## src/rtl/seq_frame_tx_if.sv

```systemverilog
// rtl/seq_frame_tx_if.sv - upstream valid/ready word handshake for the serial frame transmitter
//
// Signals:
//   in_data   payload word offered by the producer
//   in_valid  producer has a word this cycle
//   in_ready  transmitter will take the word on this edge
// Modports:
//   master  producer side (drives in_data/in_valid)
//   slave   transmitter side (drives in_ready)
interface seq_frame_tx_if #(
    parameter int DATA_W = 8
);
    logic [DATA_W-1:0] in_data;
    logic              in_valid;
    logic              in_ready;

    modport master (
        output in_data,
        output in_valid,
        input  in_ready
    );

    modport slave (
        input  in_data,
        input  in_valid,
        output in_ready
    );
endinterface

```

## src/rtl/seq_frame_tx.sv

```systemverilog
// rtl/seq_frame_tx.sv - serial frame transmitter: sync header, MSB-first payload, idle zero gap
//
// Ports:
//   clk         rising-edge clock
//   rst         synchronous active-high reset
//   up          word handshake (slave modport: in_data, in_valid in; in_ready out)
//   x           serial line, decoded from registered state only
//   tx_active   high while a header or payload bit is on x
//   frame_done  one-cycle pulse during the first gap bit of each frame
module seq_frame_tx #(
    parameter int         DATA_W   = 8,
    parameter logic [3:0] SYNC     = 4'b1010,
    parameter int         GAP_BITS = 2
) (
    input  logic                 clk,
    input  logic                 rst,
    seq_frame_tx_if.slave        up,
    output logic                 x,
    output logic                 tx_active,
    output logic                 frame_done
);

    // The counter only ever has to reach the longest phase length minus one.
    localparam int CNT_MAX_DG = (DATA_W > GAP_BITS) ? DATA_W : GAP_BITS;
    localparam int CNT_MAX    = (CNT_MAX_DG > 4) ? CNT_MAX_DG : 4;
    localparam int CNT_W      = $clog2(CNT_MAX);

    localparam logic [CNT_W-1:0] SYNC_LAST = CNT_W'(3);
    localparam logic [CNT_W-1:0] DATA_LAST = CNT_W'(DATA_W - 1);
    localparam logic [CNT_W-1:0] GAP_LAST  = CNT_W'(GAP_BITS - 1);

    typedef enum logic [1:0] {
        ST_IDLE = 2'd0,
        ST_SYNC = 2'd1,
        ST_DATA = 2'd2,
        ST_GAP  = 2'd3
    } state_t;

    state_t            state;
    state_t            state_nxt;
    logic [CNT_W-1:0]  cnt;
    logic [CNT_W-1:0]  cnt_nxt;
    logic [DATA_W-1:0] shreg;
    logic              ready;
    logic              accept;
    logic [1:0]        sync_idx;

    assign up.in_ready = ready;
    assign accept      = up.in_valid & ready;

    // Header goes out MSB first: bit index 3-cnt, which for a 2-bit count is ~cnt.
    assign sync_idx = ~cnt[1:0];

    // State, counter and payload shift register.
    always_ff @(posedge clk) begin
        if (rst) begin
            state <= ST_IDLE;
            cnt   <= '0;
            shreg <= '0;
        end else begin
            state <= state_nxt;
            cnt   <= cnt_nxt;
            if (accept) begin
                shreg <= up.in_data;
            end else if (state == ST_DATA) begin
                shreg <= shreg << 1;
            end
        end
    end

    // Next-state and counter sequencing; the counter restarts on every phase change.
    always_comb begin
        state_nxt = state;
        cnt_nxt   = cnt + 1'b1;
        case (state)
            ST_IDLE: begin
                cnt_nxt = '0;
                if (accept) begin
                    state_nxt = ST_SYNC;
                end
            end
            ST_SYNC: begin
                if (cnt == SYNC_LAST) begin
                    state_nxt = ST_DATA;
                    cnt_nxt   = '0;
                end
            end
            ST_DATA: begin
                if (cnt == DATA_LAST) begin
                    state_nxt = ST_GAP;
                    cnt_nxt   = '0;
                end
            end
            ST_GAP: begin
                if (cnt == GAP_LAST) begin
                    cnt_nxt = '0;
                    // A word taken on the last gap bit starts its header with no idle cycle.
                    state_nxt = accept ? ST_SYNC : ST_IDLE;
                end
            end
            default: begin
                state_nxt = ST_IDLE;
                cnt_nxt   = '0;
            end
        endcase
    end

    // Moore outputs: functions of registered state, counter and shift register only.
    always_comb begin
        x          = 1'b0;
        tx_active  = 1'b0;
        frame_done = 1'b0;
        ready      = 1'b0;
        case (state)
            ST_IDLE: begin
                ready = 1'b1;
            end
            ST_SYNC: begin
                x         = SYNC[sync_idx];
                tx_active = 1'b1;
            end
            ST_DATA: begin
                x         = shreg[DATA_W-1];
                tx_active = 1'b1;
            end
            ST_GAP: begin
                frame_done = (cnt == '0);
                ready      = (cnt == GAP_LAST);
            end
            default: begin
                ready = 1'b0;
            end
        endcase
    end

endmodule

```

## src/flat_wrapper.sv

```systemverilog
// flat-port wrapper written by rule: the top's interface ports become plain ports
module seq_frame_tx_flat 
#(
    parameter int         DATA_W   = 8,
    parameter logic [3:0] SYNC     = 4'b1010,
    parameter int         GAP_BITS = 2
)
  (clk, rst, x, tx_active, frame_done, up_in_data, up_in_valid, up_in_ready);
  seq_frame_tx_if #(.DATA_W(DATA_W)) up_i ();
  input  logic clk;
  input  logic rst;
  output logic x;
  output logic tx_active;
  output logic frame_done;
  input wire logic [$bits(up_i.in_data)-1:0] up_in_data;
  input wire logic [$bits(up_i.in_valid)-1:0] up_in_valid;
  output wire logic [$bits(up_i.in_ready)-1:0] up_in_ready;
  assign up_i.in_data = up_in_data;
  assign up_i.in_valid = up_in_valid;
  assign up_in_ready = up_i.in_ready;
  seq_frame_tx #(.DATA_W(DATA_W), .SYNC(SYNC), .GAP_BITS(GAP_BITS)) u_core (.clk(clk), .rst(rst), .up(up_i), .x(x), .tx_active(tx_active), .frame_done(frame_done));
endmodule
```

## config.mk

```make
export PLATFORM = sky130hd
export DESIGN_NAME = seq_frame_tx_flat
export DESIGN_NICKNAME = d
export VERILOG_FILES = /design/src/rtl/seq_frame_tx_if.sv /design/src/rtl/seq_frame_tx.sv /design/src/flat_wrapper.sv
export SDC_FILE = /design/constraint.sdc
export NUM_CORES = 1
export LEC_CHECK = 0
export CAP_MARGIN = 20
export CELL_PAD_IN_SITES_DETAIL_PLACEMENT = 1
export CELL_PAD_IN_SITES_GLOBAL_PLACEMENT = 1
export CORE_MARGIN = 2
export CORE_UTILIZATION = 42
export CTS_CLUSTER_DIAMETER = 200
export CTS_CLUSTER_SIZE = 8
export DETAILED_ROUTE_END_ITERATION = 10
export GPL_ROUTABILITY_DRIVEN = 0
export PLACE_DENSITY = 0.86
export SLEW_MARGIN = 30
export SYNTH_ARGS = -nofsm -noshare
export SYNTH_HDL_FRONTEND = slang
export SYNTH_SLANG_ARGS = --single-unit
```

## constraint.sdc

```tcl
create_clock -name clk -period 4.8 [get_ports clk]
set_input_delay 1.44 -clock clk [delete_from_list [all_inputs] [get_ports clk]]
set_output_delay 1.44 -clock clk [all_outputs]
set_load 0.02 [all_outputs]
```

# ---- Word level (Yosys, flattened, before mapping)
# Cells that the tools add are included.
dict set report op_classes {
  n_mux 18
  reduce_logical 5
  shifts 0
  eq_ne 10
  n_addsub 1
  n_lt_le_gt_ge 1
  n_bitwise 2
  div 0
  multipliers 0
}
# operator n
set op_table {}
lappend op_table {{8-bit 2-to-1 mux} 2}
lappend op_table {{3-bit one-hot mux with 4 select lines} 1}
lappend op_table {{3-bit 2-to-1 mux} 3}
lappend op_table {{2-bit 2-to-1 mux} 4}
lappend op_table {{2-bit one-hot mux with 4 select lines} 1}
lappend op_table {{2-bit by 1-bit inequality test with 1-bit output (second input constant)} 3}
lappend op_table {{2-bit == test (second input constant)} 2}
lappend op_table {{1-bit 2-to-1 mux} 4}
lappend op_table {{1-bit one-hot mux with 2 select lines} 2}
lappend op_table {{4-bit AND reduction} 1}
lappend op_table {{3-bit by 1-bit adder with 3-bit output (second input constant)} 1}
lappend op_table {{3-bit by 1-bit == test with 1-bit output (second input constant)} 1}
lappend op_table {{3-bit by 2-bit == test with 1-bit output (second input constant)} 1}
lappend op_table {{3-bit == test (second input constant)} 1}
lappend op_table {{3-bit zero test} 1}
lappend op_table {{2-bit by 3-bit less-than comparator with 1-bit output (second input constant)} 1}
lappend op_table {{1-bit binary-select mux with 2-bit select} 1}
lappend op_table {{2-bit by 1-bit == test with 1-bit output (second input constant)} 1}
lappend op_table {{2-bit zero test} 1}
lappend op_table {{2-bit inequality test (second input constant)} 1}
lappend op_table {{2-bit NOT} 1}
lappend op_table {{2-bit nonzero test} 1}
lappend op_table {{2-bit OR reduction} 1}
lappend op_table {{1-bit AND} 1}
dict set report totals {
  latchBits 0
  ram_bits 0
  word_cells 40
  reg_bits 13
  rom_bits 0
  memories 0
  output_inout_bits 4
}

# ---- Longest topological paths before layout
# Gate-level depths: netlist of run 1.
dict set report logic_depth {
  depth_word 6
  mapped_depth 7
  ltp_nobuf 6
}

# ---- Worst setup path before layout of run 1
# Ideal clock, no wire load.
dict set report synth_path {
  path_kind {flip-flop to output port}
  startpoint {register u_core.state[1]}
  endpoint {output x}
  n_path_buf 0
  slack_ns 1.939
  path_stages_with_launch 4
  arrival_ns 1.421
  path_cell_list {dfxtp_1 inv_1 ha_1 a21boi_0}
}
dict set report synth_between {
  elab_chain_cells 2
}
# element line_no
set synth_rtl {}
lappend synth_rtl {{from (decl)} seq_frame_tx.sv:39} ;# state_t state;
lappend synth_rtl {{from (signal assigned)} seq_frame_tx.sv:61} ;# state <= state_nxt;
lappend synth_rtl {{2-bit == test or 2-bit by 1-bit == test with 1-bit output (tied branches)} seq_frame_tx.sv:114} ;# case (state)
lappend synth_rtl {{1-bit one-hot mux with 2 select lines (*)} seq_frame_tx.sv:114}
lappend synth_rtl {{to (decl)} flat_wrapper.sv:12} ;# output logic x;
# Mark *: on every way between the ends. The rest lies on a longest branch, timed or not.

# ---- Worst setup path in the final report of run 1
dict set report layout_path {
  startpoint {register u_core.state[0]}
  endpoint {output x}
}
# The elaborated chain is that of the path after synthesis.

==> results of run 1 <==
[final timing paths]
path,cells past startpoint,end,slack [ps]
worst max register to register,6,u_core.state[0],2860
worst min-delay path,1,u_core.cnt[0],500
worst max-delay path,5,x,1240
worst min register to register,1,u_core.cnt[0],500
[kinds of logic (layout without fill, tap and decap cells)]
kind of cell    Yosys count  in the layout  share of synthesized area
flops                    13             13                     0.3023
simple gates             25             25                     0.1628
compound gates           23             23                     0.2267
fa+ha+maj                11             11                     0.1599
mux                       8              8                    0.09303
buf+inv                  10             24                    0.05523
[sequential cells by signal, summed over array words and instances (netlist names)]
register      flops
u_core.cnt        3
u_core.state      2
u_core.shreg      8
[worst max-delay path, stage by stage (launching register included)]
cell	delay [ps]
dfxtp_1	330
inv_1	120
ha_1	510
nand2_1	90
a21boi_0	170
clkdlybuf4s50_1	630
[metal layers]
layer	global-route usage	share of wire
met1	0.1861	0.46
met2	0.2905	0.50
met4	0.07143	0.0053
met3	0.02147	0.029
met5	0	0
[layout make-up]
class,instances,area [sq um],share of cell area
tap,27,33.78,0.03257
inverter,6,22.52,0.02171
timing repair buffer,14,140.1,0.1351
clock buffer,3,22.52,0.02171
sequential,13,260.3,0.2509
multi-input combinational,67,553.0,0.5332
clock inverter,1,5.005,0.004825
[power by group through the flow]
stage	Combinational, mW	Clock, mW	Sequential, mW
after floorplan	0.229	0	0.161
after global placement	0.295	0	0.165
after detailed placement	0.300	0	0.167
after CTS	0.302	0.0716	0.165
after global routing	0.331	0.0780	0.169
final	0.298	0.0676	0.165
[cell usage in the layout, fill, tap and decap left out, drive strengths merged, types with 2 or more instances in the layout]
master / n
clkbuf: 3
o21ai: 4
a21oi: 3
inv: 6
a211oi: 9
nand2: 2
nand2b: 2
clkdlybuf4s50: 14
dfxtp: 13
ha: 11
mux2i: 8
nor2b: 4
o211ai: 2
nor2: 10
==> results.yml, run 1 <==
synth:
  synth-seq-cells: 13
  synth_commonest_cells: "dfxtp_1 (13), ha_1 (11), mux2i_1 (8), nor2_1 (7)"
  netlist_instances: 90
  netlist.top_cell.by_area: "dfxtp_1"
  syn_avg_cell_area_sq_um: 9.565
  ys_seq_area_frac: 0.3023
  yosys_warnings: 0
  syn_area_sq_um: 860.8
  yosysUniqueCellTypes: 30
  async_flop_share: 0
  synth_top_area_share: 0.3023
  yosysMostFrequentCell: "dfxtp_1"
  synth_flop_cell: "dfxtp_1"
  synthTopCellsByArea: "dfxtp_1 (30%), ha_1 (16%), mux2i_1 (9.3%), a211oi_1 (5.2%), a211oi_2 (4.4%)"
  synth-edff-count: 0
  syn-num-nets: 112
sta:
  whs_ps: 501.9
  relSlewSlack: 0.5994
  finalCritPeriodShare: 0.7426
  setup_viol: 0
  rsz0062_at_grt: "no"
  fmax_ghz: 0.2805
  fin_skew_ps: 12.28
  tightest_slew_ps: 599.1
  period_needed_ps: 3564
  setup_slack_ps: 1236
  setup-tns-final_ps: 0
  drv_slew: 0
  hold_viol_final: 0
critical_path:
  worst-path-max-fanout: 11
  crit_arrival_ps: 2120
  reg2reg_from: "u_core.state[0]"
  cp-startpoint: "u_core.state[0]"
  critPathKind: "flip-flop to output port"
  required_ps: 3360
  cp-end-kind: "output port"
  start_kind: "flip-flop"
die:
  start_util: 0.4433
  die_height_um: 49.27
  core_area_sq_um: 1942
  dieArea_sq_um: 2428
  die_w_um: 49.27
  pin_count: 15
  num_rows: 16
routing:
  drc: 0
  viasPerCell: 5.206
  wl_mm: 1.708
  via_count: 682
  routedWlPerCell_um: 13.04
  drt_iter0_drc: 11
  firstDrtPassIters: 4
  ant_nets: 0
placement:
  dp_cells: 127
  place_ws_ps: 1509
  place_area_sq_um: 1010
  io_buffers: 14
  hpwlAfterDp_mm: 1.344
cells_and_area:
  fillerInstances: 243
  final_area_sq_um: 1037
  drive_gt1_frac: 0.1346
  final_net_count: 127
  syn_to_final_growth_pct: 20.49
  diodes: 0
  final_cells: 131
  fin_util: 0.5341
min_path:
  hp-class: "flip-flop to flip-flop"
  hold_start: "u_core.cnt[0]"
power_and_ir_drop:
  ir_drop_v: 0.0002831
  pwr-share-comb: 0.561
  power.switching_mw: 0.2251
  pwr-share-clk: 0.128
  cellPowerDensity_nw_per_um2: 511.4
  power.internal_mw: 0.3054
  switching_share: 0.4243
  fin_total_pwr_mw: 0.5304
  power_frac_seq: 0.311
  power.leakage_nw: 0.3915
clocking:
  clk_pin_slew_ps: 70
  cts_htree_levels: 1
  hold_buffers: 0
  clock_latency_ps: 280
  clock-sinks: 13
  cts_tree: "yes"
  cts_resized: 0
  cts_max_path_buffers: 2
  root_buffer: "clkbuf_4"
  cts_setup_buffers: 0
  cts_buffers: 3
grt:
  grt_max_degree: 16
  grt_usage: 0.1609
  overflow: 0
  grt_pass1_wl_mm: 3.049
  grt_pass1_vias: 720
  antenna_found_initial: 0
job:
  cap_viol_max_count: 0
run_status:
  status: "completed"
No activity file was read; power rests on OpenSTA's default activity.
==> run 2, diff against run 1 <==
--- a/config.mk
+++ b/config.mk
@@ -9,12 +9,12 @@
 export CELL_PAD_IN_SITES_DETAIL_PLACEMENT = 1
 export CELL_PAD_IN_SITES_GLOBAL_PLACEMENT = 1
 export CORE_MARGIN = 2
-export CORE_UTILIZATION = 42
+export CORE_UTILIZATION = 39
 export CTS_CLUSTER_DIAMETER = 200
 export CTS_CLUSTER_SIZE = 8
 export DETAILED_ROUTE_END_ITERATION = 10
 export GPL_ROUTABILITY_DRIVEN = 0
-export PLACE_DENSITY = 0.86
+export PLACE_DENSITY = 0.81
 export SLEW_MARGIN = 30
 export SYNTH_ARGS = -nofsm -noshare
 export SYNTH_HDL_FRONTEND = slang
==> constraint.sdc (replaced) <==
create_clock -name clk -period 3.75 [get_ports clk]
set_input_delay 1.125 -clock clk [delete_from_list [all_inputs] [get_ports clk]]
set_output_delay 1.125 -clock clk [all_outputs]
set_load 0.02 [all_outputs]
==> run 2 against run 1 <==
Net effect: sequential share of layout area about the same; critical endpoint unchanged; flip-flop and latch count stayed put; critical path depth stayed put; largest cell class unchanged; sequential power rose by 28%.
==> results.yml, run 2 (synthesis results as in run 1) <==
min_path:
  holdPathEnd: "u_core.cnt[0]"
  whs_path_depth: 1
  hold_start: "u_core.cnt[0]"
  hp-class: "flip-flop to flip-flop"
sta:
  period_needed_ps: 3256
  finalCritPeriodShare: 0.8682
  setup-tns-final_ps: 0
  tightest_slew_ps: 619.0
  setup_viol: 0
  fmax_ghz: 0.3072
  relSlewSlack: 0.5860
  rsz0062_at_grt: "no"
  hold_viol_final: 0
  drv_slew: 0
  fin_skew_ps: 0.6984
die:
  die_height_um: 50.98
  num_rows: 17
  dieArea_sq_um: 2599
  pin_count: 15
  core_area_sq_um: 2148
  die_w_um: 50.98
  start_util: 0.4007
placement:
  hpwlAfterDp_mm: 1.445
  place_area_sq_um: 1011
  io_buffers: 14
routing:
  drt_iter0_drc: 0
  firstDrtPassIters: 1
  ant_nets: 0
  routedWlPerCell_um: 13.93
  drc: 0
  wl_mm: 1.839
  viasPerCell: 5.341
  via_count: 705
power_and_ir_drop:
  cellPowerDensity_nw_per_um2: 659.7
  ir_drop_v: 0.0003224
  power.leakage_nw: 0.3915
  fin_total_pwr_mw: 0.6851
critical_path:
  reg2reg_from: "u_core.state[0]"
  crit_chain: "inv_1 -> ha_1 -> nand2_1 -> a21boi_0 -> clkdlybuf4s50_1"
  worstRegToRegCells: 6
  r2r_slack_ps: 1790
  reg2reg_to: "u_core.state[0]"
  required_ps: 2620
  cp-end-kind: "output port"
  worst_path_dominant_cell_family: "buffers and inverters"
  worst-path-max-fanout: 11
  cpPeakStageDelay_ps: 630
  crit_buf_inv: 2
  crit_arrival_ps: 2130
  start_kind: "flip-flop"
  critPathKind: "flip-flop to output port"
  cp_slowest_cell: "clkdlybuf4s50_1"
cells_and_area:
  diodes: 0
  final_net_count: 127
  final_common_cell: "clkdlybuf4s50_1"
  layout_common_cells: "clkdlybuf4s50_1 (14), dfxtp_1 (13), ha_1 (11)"
  final_area_sq_um: 1039
  syn_to_final_growth_pct: 20.64
  regMostFlops: "u_core.shreg"
  largest_reg_flops: 8
  fillerInstances: 261
  drive_gt1_frac: 0.1346
  top_regs: "u_core.shreg x8, u_core.cnt x3, u_core.state x2"
clocking:
  cts_buffers: 3
  clock_latency_ps: 280
  cts_setup_buffers: 0
  cts_max_path_buffers: 2
  root_buffer: "clkbuf_4"
  cts_tree: "yes"
  clk_pin_slew_ps: 80
  hold_buffers: 0
  cts_resized: 0
  cts_htree_levels: 1
  clock-sinks: 13
grt:
  grt_pass1_wl_mm: 3.194
  overflow: 0
  grt_pass1_vias: 732
  grt_max_degree: 16
  grt_usage: 0.1680
  antenna_found_initial: 0
run_status:
  status: "completed"
job:
  cap_viol_max_count: 0
-- run 2: cell counts in the layout (fill, tap and decap cells not counted) --
No cell type changed its count.
-- run 2: layer usage --
layer | vias up | routed length, um | track usage
li1 | 346 | - | -
met1 | 345 | 744 | 0.1634
met2 | 12 | 1020 | 0.3355
met3 | 2 | 63 | 0.05263
met4 | 0 | 11 | 0.04054
met5 | - | 0 | 0
-- run 2: worst max-delay path by stage --
stage,from,end,slack (ps),depth (start not counted)
2_1_floorplan,u_core.state[1],x,1200,3
3_3_place_gp,u_core.state[0],x,850,5
3_5_place_dp,u_core.state[0],x,770,5
4_1_cts,u_core.state[0],x,450,5
5_1_grt,u_core.state[0],x,250,5
6_report,u_core.state[0],x,490,5
-- run 2: power breakdown --
part	leakage (nW)	total, mW	switching (mW)	internal (mW)
combinational	0.267	0.386	0.218	0.168
sequential	0.107	0.211	0.0276	0.183
clock	0.0177	0.0886	0.0490	0.0395
total	0.392	0.685	0.294	0.391
-- run 2: metrics by stage --
stage | hold slack [ps] | instances | setup WS, ps | utilization
after global placement | 491.8 | 128 | 845.7 | 0.4706
after floorplan | 453.6 | 90 | 1204 | -
after detailed placement | 506.4 | 128 | 770.9 | 0.4706
after global routing | 566.8 | 132 | 249.3 | 0.4834
after CTS | 517.5 | 132 | 453.2 | 0.4834
final | 516.2 | 132 | 494.4 | 0.4834
-- run 2: area by class of cell --
class	count	area (sq um)	area share
inverters	6	22.52	0.02169
well taps	28	35.03	0.03373
repair buffers	14	140.1	0.1349
clock inverters	1	5.005	0.004819
clock buffers	3	22.52	0.02169
multi-input cells	67	553.0	0.5325
flip-flops and latches	13	260.3	0.2506
-- run 2: worst reg2reg max path, stage by stage (launching register included) --
cell and delay, ps:
dfxtp_1 370, inv_1 100, ha_1 390, nor2b_1 240, a211oi_1 400, a311o_1 250
o41ai_2 70
